==> src/rtl/cpu_pkg.sv <==
// Shared CPU constants and the fetch-queue entry type.
package cpu_pkg;
  localparam int unsigned WIDTH       = 32;
  localparam logic [WIDTH-1:0] RESET_PC_ADDR = '0;
  localparam int unsigned IFQ_DEPTH   = 2;
  localparam int unsigned INSTR_BYTES = 4;

  typedef struct packed {
    logic [WIDTH-1:0] pc;
    logic [31:0]      instr;
  } fetch_entry_t;
endpackage

==> src/rtl/ifetch_unit_if.sv <==
// Instruction-memory request/response channel between the fetch unit (master) and memory (slave).
interface ifetch_unit_if #(
  parameter int unsigned WIDTH = cpu_pkg::WIDTH
);
  logic             imem_req_valid_o;
  logic             imem_req_ready_i;
  logic [WIDTH-1:0] imem_req_addr_o;
  logic             imem_rsp_valid_i;
  logic [31:0]      imem_rsp_data_i;

  modport master (
    output imem_req_valid_o, imem_req_addr_o,
    input  imem_req_ready_i, imem_rsp_valid_i, imem_rsp_data_i
  );

  modport slave (
    input  imem_req_valid_o, imem_req_addr_o,
    output imem_req_ready_i, imem_rsp_valid_i, imem_rsp_data_i
  );
endinterface

==> src/rtl/ifetch_fifo.sv <==
// Fetch queue of {pc, instr} entries with push/pop/flush and occupancy count.
module ifetch_fifo #(
  parameter int unsigned DEPTH = cpu_pkg::IFQ_DEPTH
) (
  input  logic                         clk_i,
  input  logic                         rst_n_i,
  input  logic                         flush_i,
  input  logic                         push_i,
  input  cpu_pkg::fetch_entry_t        push_data_i,
  input  logic                         pop_i,
  output logic                         valid_o,
  output cpu_pkg::fetch_entry_t        head_o,
  output logic [$clog2(DEPTH+1)-1:0]   count_o
);
  import cpu_pkg::*;

  localparam int unsigned CW    = $clog2(DEPTH + 1);
  localparam int unsigned PTR_W = $clog2(DEPTH);

  fetch_entry_t       mem_q [DEPTH];
  logic [PTR_W-1:0]   rd_q, wr_q;
  logic [CW-1:0]      cnt_q;
  logic               pop_ok;

  function automatic logic [PTR_W-1:0] ptr_inc(input logic [PTR_W-1:0] p);
    return (p == PTR_W'(DEPTH - 1)) ? '0 : p + 1'b1;
  endfunction

  assign valid_o = (cnt_q != '0);
  assign head_o  = mem_q[rd_q];
  assign count_o = cnt_q;
  assign pop_ok  = pop_i && valid_o;

  always_ff @(posedge clk_i) begin
    if (push_i && !flush_i) mem_q[wr_q] <= push_data_i;
  end

  always_ff @(posedge clk_i or negedge rst_n_i) begin
    if (!rst_n_i) begin
      rd_q  <= '0;
      wr_q  <= '0;
      cnt_q <= '0;
    end else if (flush_i) begin
      rd_q  <= '0;
      wr_q  <= '0;
      cnt_q <= '0;
    end else begin
      if (push_i) wr_q <= ptr_inc(wr_q);
      if (pop_ok) rd_q <= ptr_inc(rd_q);
      cnt_q <= cnt_q + CW'(push_i) - CW'(pop_ok);
    end
  end
endmodule

==> src/rtl/ifetch_unit.sv <==
// Instruction fetch front end: credit-limited word requests, in-order responses into a
// registered queue, redirect flush with stale-response dropping. Option: IFETCH_MISALIGN_TRAP_EN.
module ifetch_unit #(
  parameter int unsigned WIDTH = cpu_pkg::WIDTH,
  parameter int unsigned DEPTH = cpu_pkg::IFQ_DEPTH
) (
  input  logic                clk_i,
  input  logic                rst_n_i,
  input  logic                redirect_i,
  input  logic [WIDTH-1:0]    redirect_pc_i,
  ifetch_unit_if.master       imem,
  output logic                instr_valid_o,
  input  logic                instr_ready_i,
  output logic [31:0]         instr_o,
  output logic [WIDTH-1:0]    instr_pc_o,
  output logic [WIDTH-1:0]    instr_pc_plus4_o
`ifdef IFETCH_MISALIGN_TRAP_EN
  ,output logic               fetch_misalign_o
`endif
);
  import cpu_pkg::*;

  localparam int unsigned CW = $clog2(DEPTH + 1);
  localparam int unsigned PW = cpu_pkg::WIDTH;

  logic [WIDTH-1:0] fetch_addr_q, resp_pc_q, redirect_tgt;
  logic [CW-1:0]    out_cnt_q, drop_cnt_q, q_count, out_next;
  logic [CW:0]      credit_sum;
  logic             req_fire, rsp_fire, push, pop, halted;
  fetch_entry_t     push_entry, head_entry;

`ifdef IFETCH_MISALIGN_TRAP_EN
  logic halted_q;
  assign redirect_tgt     = redirect_pc_i;
  assign halted           = halted_q;
  assign fetch_misalign_o = halted_q;

  always_ff @(posedge clk_i or negedge rst_n_i) begin
    if (!rst_n_i)        halted_q <= 1'b0;
    else if (redirect_i) halted_q <= (redirect_pc_i[1:0] != 2'b00);
  end
`else
  logic unused_pc_lsb;
  assign unused_pc_lsb = ^redirect_pc_i[1:0];
  assign redirect_tgt  = {redirect_pc_i[WIDTH-1:2], 2'b00};
  assign halted        = 1'b0;
`endif

  // Outstanding plus queued never exceeds DEPTH, so every live response has a free slot.
  assign credit_sum            = {1'b0, out_cnt_q} + {1'b0, q_count};
  assign imem.imem_req_valid_o = rst_n_i && !halted && (credit_sum < (CW+1)'(DEPTH));
  assign imem.imem_req_addr_o  = fetch_addr_q;

  assign req_fire = imem.imem_req_valid_o && imem.imem_req_ready_i;
  assign rsp_fire = imem.imem_rsp_valid_i;
  assign out_next = out_cnt_q + CW'(req_fire) - CW'(rsp_fire);
  assign push     = rsp_fire && !redirect_i && (drop_cnt_q == '0);
  assign pop      = instr_valid_o && instr_ready_i && !redirect_i;

  assign push_entry.pc    = PW'(resp_pc_q);
  assign push_entry.instr = imem.imem_rsp_data_i;

  always_ff @(posedge clk_i or negedge rst_n_i) begin
    if (!rst_n_i) begin
      fetch_addr_q <= RESET_PC_ADDR;
      resp_pc_q    <= RESET_PC_ADDR;
      out_cnt_q    <= '0;
      drop_cnt_q   <= '0;
    end else begin
      out_cnt_q <= out_next;
      if (redirect_i) begin
        // Everything accepted so far, including this cycle's request, is old-path.
        fetch_addr_q <= redirect_tgt;
        resp_pc_q    <= redirect_tgt;
        drop_cnt_q   <= out_next;
      end else begin
        if (req_fire) fetch_addr_q <= fetch_addr_q + WIDTH'(INSTR_BYTES);
        if (push)     resp_pc_q    <= resp_pc_q + WIDTH'(INSTR_BYTES);
        if (rsp_fire && (drop_cnt_q != '0)) drop_cnt_q <= drop_cnt_q - CW'(1);
      end
    end
  end

  ifetch_fifo #(.DEPTH(DEPTH)) u_fifo (
    .clk_i       (clk_i),
    .rst_n_i     (rst_n_i),
    .flush_i     (redirect_i),
    .push_i      (push),
    .push_data_i (push_entry),
    .pop_i       (pop),
    .valid_o     (instr_valid_o),
    .head_o      (head_entry),
    .count_o     (q_count)
  );

  assign instr_o          = head_entry.instr;
  assign instr_pc_o       = WIDTH'(head_entry.pc);
  assign instr_pc_plus4_o = instr_pc_o + WIDTH'(INSTR_BYTES);

  a_rsp_needs_outstanding: assert property (@(posedge clk_i) disable iff (!rst_n_i)
    imem.imem_rsp_valid_i |-> (out_cnt_q != '0));
  a_counters_bounded: assert property (@(posedge clk_i) disable iff (!rst_n_i)
    (out_cnt_q <= CW'(DEPTH)) && (drop_cnt_q <= CW'(DEPTH)));
endmodule
==> src/flat_wrapper.sv <==
// flat-port wrapper written by rule: the top's interface ports become plain ports
module ifetch_unit_flat import cpu_pkg::*;
#(
  parameter int unsigned WIDTH = cpu_pkg::WIDTH,
  parameter int unsigned DEPTH = cpu_pkg::IFQ_DEPTH
)
  (clk_i, rst_n_i, redirect_i, redirect_pc_i, instr_valid_o, instr_ready_i, instr_o, instr_pc_o, instr_pc_plus4_o, imem_imem_req_valid_o, imem_imem_req_addr_o, imem_imem_req_ready_i, imem_imem_rsp_valid_i, imem_imem_rsp_data_i);
  ifetch_unit_if #(.WIDTH(WIDTH)) imem_i ();
  input  logic clk_i;
  input  logic rst_n_i;
  input  logic redirect_i;
  input  logic [WIDTH-1:0] redirect_pc_i;
  output logic instr_valid_o;
  input  logic instr_ready_i;
  output logic [31:0] instr_o;
  output logic [WIDTH-1:0] instr_pc_o;
  output logic [WIDTH-1:0] instr_pc_plus4_o;
  output wire logic [$bits(imem_i.imem_req_valid_o)-1:0] imem_imem_req_valid_o;
  output wire logic [$bits(imem_i.imem_req_addr_o)-1:0] imem_imem_req_addr_o;
  input wire logic [$bits(imem_i.imem_req_ready_i)-1:0] imem_imem_req_ready_i;
  input wire logic [$bits(imem_i.imem_rsp_valid_i)-1:0] imem_imem_rsp_valid_i;
  input wire logic [$bits(imem_i.imem_rsp_data_i)-1:0] imem_imem_rsp_data_i;
  assign imem_imem_req_valid_o = imem_i.imem_req_valid_o;
  assign imem_imem_req_addr_o = imem_i.imem_req_addr_o;
  assign imem_i.imem_req_ready_i = imem_imem_req_ready_i;
  assign imem_i.imem_rsp_valid_i = imem_imem_rsp_valid_i;
  assign imem_i.imem_rsp_data_i = imem_imem_rsp_data_i;
  ifetch_unit #(.WIDTH(WIDTH), .DEPTH(DEPTH)) u_core (.clk_i(clk_i), .rst_n_i(rst_n_i), .redirect_i(redirect_i), .redirect_pc_i(redirect_pc_i), .imem(imem_i), .instr_valid_o(instr_valid_o), .instr_ready_i(instr_ready_i), .instr_o(instr_o), .instr_pc_o(instr_pc_o), .instr_pc_plus4_o(instr_pc_plus4_o));
endmodule
==> config.mk <==
export PLATFORM = sky130hd
export DESIGN_NAME = ifetch_unit_flat
export DESIGN_NICKNAME = d
export VERILOG_FILES = /design/src/rtl/cpu_pkg.sv /design/src/rtl/ifetch_unit_if.sv /design/src/rtl/ifetch_fifo.sv /design/src/rtl/ifetch_unit.sv /design/src/flat_wrapper.sv
export SDC_FILE = /design/constraint.sdc
export NUM_CORES = 1
export LEC_CHECK = 0
export BUFFER_PORTS_ARGS = -buffer_cell sky130_fd_sc_hd__buf_2
export CORE_MARGIN = 1
export CORE_UTILIZATION = 45
export DETAILED_ROUTE_END_ITERATION = 16
export GPL_ROUTABILITY_DRIVEN = 0
export PLACE_DENSITY_LB_ADDON = 0.1
export SLEW_MARGIN = 5
export SYNTH_ARGS = -nofsm -noshare
export SYNTH_HDL_FRONTEND = slang
export SYNTH_SLANG_ARGS = --single-unit
==> constraint.sdc <==
create_clock -name clk_i -period 4 [get_ports clk_i]
set_input_delay 0.2 -clock clk_i [delete_from_list [all_inputs] [get_ports clk_i]]
set_output_delay 0.2 -clock clk_i [all_outputs]
set_load 0.1 [all_outputs]
==> flow_summary.html <==
<table>
<tr><th>Metric</th><th>Value</th></tr>
<tr><th colspan="2">Status</th></tr>
<tr><td>Result of the run</td><td>finished, final reports clean</td></tr>
<tr><th colspan="2">Timing</th></tr>
<tr><td># setup viols final</td><td>0</td></tr>
<tr><td>Unrepaired setup endpoints after global routing</td><td>no</td></tr>
<tr><td>Fin Clk Skew</td><td>14.2 ps</td></tr>
<tr><td>Relative slew slack</td><td>37.9%</td></tr>
<tr><td>Final Max Tran Viols</td><td>0</td></tr>
<tr><td>Final worst-path setup slack</td><td>467 ps</td></tr>
<tr><td>Share of the cycle needed by the critical path after routing</td><td>88.3%</td></tr>
<tr><td>Highest attainable clock frequency</td><td>0.283 GHz</td></tr>
<tr><td>Final critical-path required period</td><td>3530 ps</td></tr>
<tr><td>Final Hold Fails</td><td>0</td></tr>
<tr><td>Worst Max-Slew Pin Slew</td><td>928 ps</td></tr>
<tr><th colspan="2">Final layout</th></tr>
<tr><td>Total inserted antenna cells</td><td>0</td></tr>
<tr><td>Net total in the final layout</td><td>987</td></tr>
<tr><td>Final std cell area, no fill</td><td>11600 µm²</td></tr>
<tr><td>Area added between synthesis and finish</td><td>25.7%</td></tr>
<tr><td>Layout cell share with drive strength beyond 1</td><td>39.3%</td></tr>
<tr><td>Filler Cells Inserted</td><td>1674</td></tr>
<tr><th colspan="2">Worst hold path</th></tr>
<tr><td>Hold EP</td><td>u_core.resp_pc_q[27]$_DFFE_PN0N_</td></tr>
<tr><td>Path type of the worst min-delay path</td><td>input pin to register</td></tr>
<tr><td>Worst hold start</td><td>redirect_pc_i[27]</td></tr>
<tr><td>Hold Path Depth</td><td>2</td></tr>
<tr><th colspan="2">Yosys</th></tr>
<tr><td>Mean post-synth cell area</td><td>13.5 µm²</td></tr>
<tr><td>Count leader, synth</td><td>sky130_fd_sc_hd__edfxtp_1</td></tr>
<tr><td>Most instantiated cells after synthesis</td><td>124 x sky130_fd_sc_hd__edfxtp_1, 81 x sky130_fd_sc_hd__mux2_2, 68 x sky130_fd_sc_hd__dfrtp_1, 52 x sky130_fd_sc_hd__xnor2_1, 37 x sky130_fd_sc_hd__xor2_1</td></tr>
<tr><td>Post-synthesis sequential area ratio</td><td>58.7%</td></tr>
<tr><td>Fraction of registers with async set or reset after synthesis</td><td>35.4%</td></tr>
<tr><td>Yosys warns</td><td>0</td></tr>
<tr><td>Synth top area cells</td><td>sky130_fd_sc_hd__edfxtp_1 40%, sky130_fd_sc_hd__dfrtp_1 18%, sky130_fd_sc_hd__mux2_2 9.9%</td></tr>
<tr><td>Number of distinct library cell variants in the gate-level netlist after synthesis</td><td>59</td></tr>
<tr><td>Fraction of post-synthesis cell area in the top cell type by area</td><td>40.3%</td></tr>
<tr><td>Post-synth top area cell</td><td>sky130_fd_sc_hd__edfxtp_1</td></tr>
<tr><td>Post-synth top flop</td><td>sky130_fd_sc_hd__edfxtp_1</td></tr>
<tr><td>Syn Inst Count</td><td>684</td></tr>
<tr><td>Area of the mapped netlist</td><td>9250 µm²</td></tr>
<tr><td>Count of state elements after synthesis</td><td>192</td></tr>
<tr><td>Number of enable flip-flop cells after synthesis</td><td>124</td></tr>
<tr><th colspan="2">Clock tree</th></tr>
<tr><td>H-tree lvl count</td><td>4</td></tr>
<tr><td>CTS tree</td><td>done</td></tr>
<tr><td>Sink Count</td><td>192</td></tr>
<tr><td>Root Driver</td><td>sky130_fd_sc_hd__clkbuf_16</td></tr>
<tr><td>Skew-Pair Late Insertion Delay</td><td>430 ps</td></tr>
<tr><td>Number of buffers created by CTS</td><td>17</td></tr>
<tr><td>Number of buffers on the longest clock path</td><td>2</td></tr>
<tr><td>Number of resized instances in the post-cts repair step</td><td>0</td></tr>
<tr><td>Clock transition at the registers of the reported paths</td><td>70 ps</td></tr>
<tr><th colspan="2">Global routing</th></tr>
<tr><td>Largest net degree at the start of global routing</td><td>69</td></tr>
<tr><td>Global Route Usage Sum</td><td>19.5%</td></tr>
<tr><td>Via count of the first global-routing pass</td><td>6105</td></tr>
<tr><td>Antenna violations before repair</td><td>0</td></tr>
<tr><td>Sum of overflow across all layers after global routing</td><td>0</td></tr>
<tr><td>First-pass GRT wire length</td><td>32.4 mm</td></tr>
<tr><th colspan="2">Critical path</th></tr>
<tr><td>Worst-path cell chain</td><td>buf_4 &gt; mux2i_1 &gt; a21oi_1 &gt; nand2_2 &gt; nor4_2 &gt; xor2_1 &gt; buf_2</td></tr>
<tr><td>Reg-to-reg critical path startpoint</td><td>u_core.u_fifo.count_o[0]$_DFF_PN0_</td></tr>
<tr><td>Largest delay share family, worst path</td><td>buffers and inverters</td></tr>
<tr><td>Reg2Reg Capture Point</td><td>u_core.imem.imem_req_addr_o[26]$_DFFE_PN0P_</td></tr>
<tr><td>Top fanout value on the critical path</td><td>43</td></tr>
<tr><td>Buffers &amp; Inverters on Critical Path</td><td>2</td></tr>
<tr><td>Required time reported for the critical path endpoint</td><td>3800 ps</td></tr>
<tr><td>Arrival time worst endpoint</td><td>3330 ps</td></tr>
<tr><td>Crit path kind</td><td>register to output port</td></tr>
<tr><td>Worst reg2reg path depth</td><td>8</td></tr>
<tr><td>Startpoint types</td><td>register</td></tr>
<tr><td>Critical path endpoint category</td><td>output port</td></tr>
<tr><td>Largest stage delay on the critical path</td><td>560 ps</td></tr>
<tr><td>R2r setup slk</td><td>1190 ps</td></tr>
<tr><td>Library cell contributing the largest single delay on the critical path</td><td>sky130_fd_sc_hd__dfrtp_4</td></tr>
<tr><td>Worst setup path startpoint</td><td>u_core.u_fifo.rd_q$_DFFE_PN0P_</td></tr>
<tr><th colspan="2">Detailed routing</th></tr>
<tr><td>ANT nets after route</td><td>0</td></tr>
<tr><td>Avg WL per Cell</td><td>16.9 µm</td></tr>
<tr><td>DRC violation count after routing</td><td>0</td></tr>
<tr><td>Number of DRC markers after the initial detailed-route iteration</td><td>345</td></tr>
<tr><td>Total routed wirelength</td><td>20.1 mm</td></tr>
<tr><td>Via total after detailed routing</td><td>6172</td></tr>
<tr><td>DR vias/cell</td><td>5.18</td></tr>
<tr><td>First-pass DRT Iterations</td><td>5</td></tr>
<tr><th colspan="2">Placement</th></tr>
<tr><td>Count of input and output buffers</td><td>191</td></tr>
<tr><td>Post-DP HPWL</td><td>14.4 mm</td></tr>
<tr><td>Post-Place Cell Area</td><td>10700 µm²</td></tr>
<tr><td>Setup slack after placement</td><td>871 ps</td></tr>
<tr><th colspan="2">Pwr</th></tr>
<tr><td>Static leakage power</td><td>4.56 nW</td></tr>
<tr><td>Pwr Density</td><td>626 nW/µm²</td></tr>
<tr><td>Worst ir drop on vdd</td><td>320 µV</td></tr>
<tr><th colspan="2">Floorplan</th></tr>
<tr><td>Site Rows</td><td>52</td></tr>
<tr><td>Initial standard-cell utilization of the core</td><td>45.8%</td></tr>
<tr><td>Die outline area</td><td>21100 µm²</td></tr>
<tr><td>Top-level port count</td><td>200</td></tr>
<tr><td>Die extent in x</td><td>145 µm</td></tr>
<tr><td>Area of the core</td><td>20200 µm²</td></tr>
<tr><td>Chip height</td><td>145 µm</td></tr>
<tr><th colspan="2">Job</th></tr>
<tr><td>Count of maximum capacitance violations</td><td>0</td></tr>
</table>
==> cell families after synthesis <==
| family | share of synthesized area (%) |
|---|---|
| multiplexers | 11.5 |
| XOR/XNOR | 8.43 |
| other | 0.0406 |
| flip-flops | 58.7 |
| buffers and inverters | 3.00 |
| AO/OA/AOI/OAI | 3.90 |
| AND/OR/NAND/NOR | 13.2 |
| adder cells (fa/ha/maj) | 1.30 |
==> repair_timing <==
item                                    in CTS  in global routing
endpoints found under the setup margin       0                  0
endpoints found under the hold margin       66                  0
hold buffers                                33                  0
buffers inserted                             0                  0
==> state kept, by name, summed over array words and instances (netlist names) <==
| register | count |
|---|---|
| u_core.u_fifo.mem_q | 124 |
| u_core.imem.imem_req_addr_o | 30 |
| u_core.resp_pc_q | 30 |
| u_core.drop_cnt_q | 2 |
| u_core.out_cnt_q | 2 |
| u_core.u_fifo.count_o | 2 |
| u_core.u_fifo.rd_q | 1 |
| u_core.u_fifo.wr_q | 1 |
==> how the worst max path moves through the flow <==
| stage | end | cells after the start |
|---|---|---|
| after CTS | instr_pc_plus4_o[21] | 7 |
| after global placement | instr_pc_plus4_o[21] | 7 |
| after floorplan | instr_pc_plus4_o[28] | 13 |
| final | instr_pc_plus4_o[21] | 7 |
| after detailed placement | instr_pc_plus4_o[21] | 7 |
| after global routing | instr_pc_plus4_o[31] | 7 |
==> power breakdown <==
part | total, mW | leakage [nW] | internal, mW | switching, mW
clock | 1.67 | 0.277 | 0.927 | 0.741
sequential | 2.51 | 1.91 | 2.34 | 0.171
combinational | 3.10 | 2.37 | 0.643 | 2.45
==> cell usage in the layout (no fill, tap or decap), types with 6 or more instances in the layout <==
master,instances
sky130_fd_sc_hd__ha_1,7
sky130_fd_sc_hd__nor2_1,22
sky130_fd_sc_hd__xnor2_1,45
sky130_fd_sc_hd__nand3_1,28
sky130_fd_sc_hd__clkbuf_16,17
sky130_fd_sc_hd__mux2_2,81
sky130_fd_sc_hd__dfrtp_1,67
sky130_fd_sc_hd__edfxtp_1,124
sky130_fd_sc_hd__xor2_1,31
sky130_fd_sc_hd__inv_1,19
sky130_fd_sc_hd__nand2_1,27
sky130_fd_sc_hd__dlygate4sd3_1,33
sky130_fd_sc_hd__and4_1,6
sky130_fd_sc_hd__a21oi_1,27
sky130_fd_sc_hd__inv_6,6
sky130_fd_sc_hd__buf_2,191
sky130_fd_sc_hd__mux2i_1,13
sky130_fd_sc_hd__and3_1,16
sky130_fd_sc_hd__conb_1,6
sky130_fd_sc_hd__buf_4,9
sky130_fd_sc_hd__nor3_1,6
sky130_fd_sc_hd__and2_1,9
sky130_fd_sc_hd__nand4_1,30
sky130_fd_sc_hd__a21boi_1,8
==> metrics by stage <==
step	hold WS (ps)	instances	setup TNS [ps]	util (%)	power, mW
after floorplan	-95.6	689	-652	-	5.19
after global placement	389	1126	0	53.1	5.60
after detailed placement	391	1126	0	53.1	5.64
after CTS	7.93	1191	0	57.6	7.34
after global routing	16.5	1191	0	57.6	7.55
final	28.4	1191	0	57.6	7.28
==> cell type report <==
cell class	instances	area, µm²	area share, %
Clock buffer	17	425	3.66
Tap cell	270	338	2.91
Multi-Input combinational cell	442	3830	33.0
Timing Repair Buffer	233	1350	11.7
Inverter	22	86.3	0.743
Sequential cell	192	5430	46.7
Clock inverter	15	156	1.35
==> per-layer routing <==
layer | part of all wire (%) | track usage, % | vias to the layer above
met5 | 0 | 0 | -
met4 | 1.5 | 5.68 | 0
met3 | 6.1 | 4.42 | 20
met2 | 45 | 30.5 | 214
met1 | 47 | 27.3 | 2995
li1 | - | - | 2943
Power figures use the tool's default switching activity.
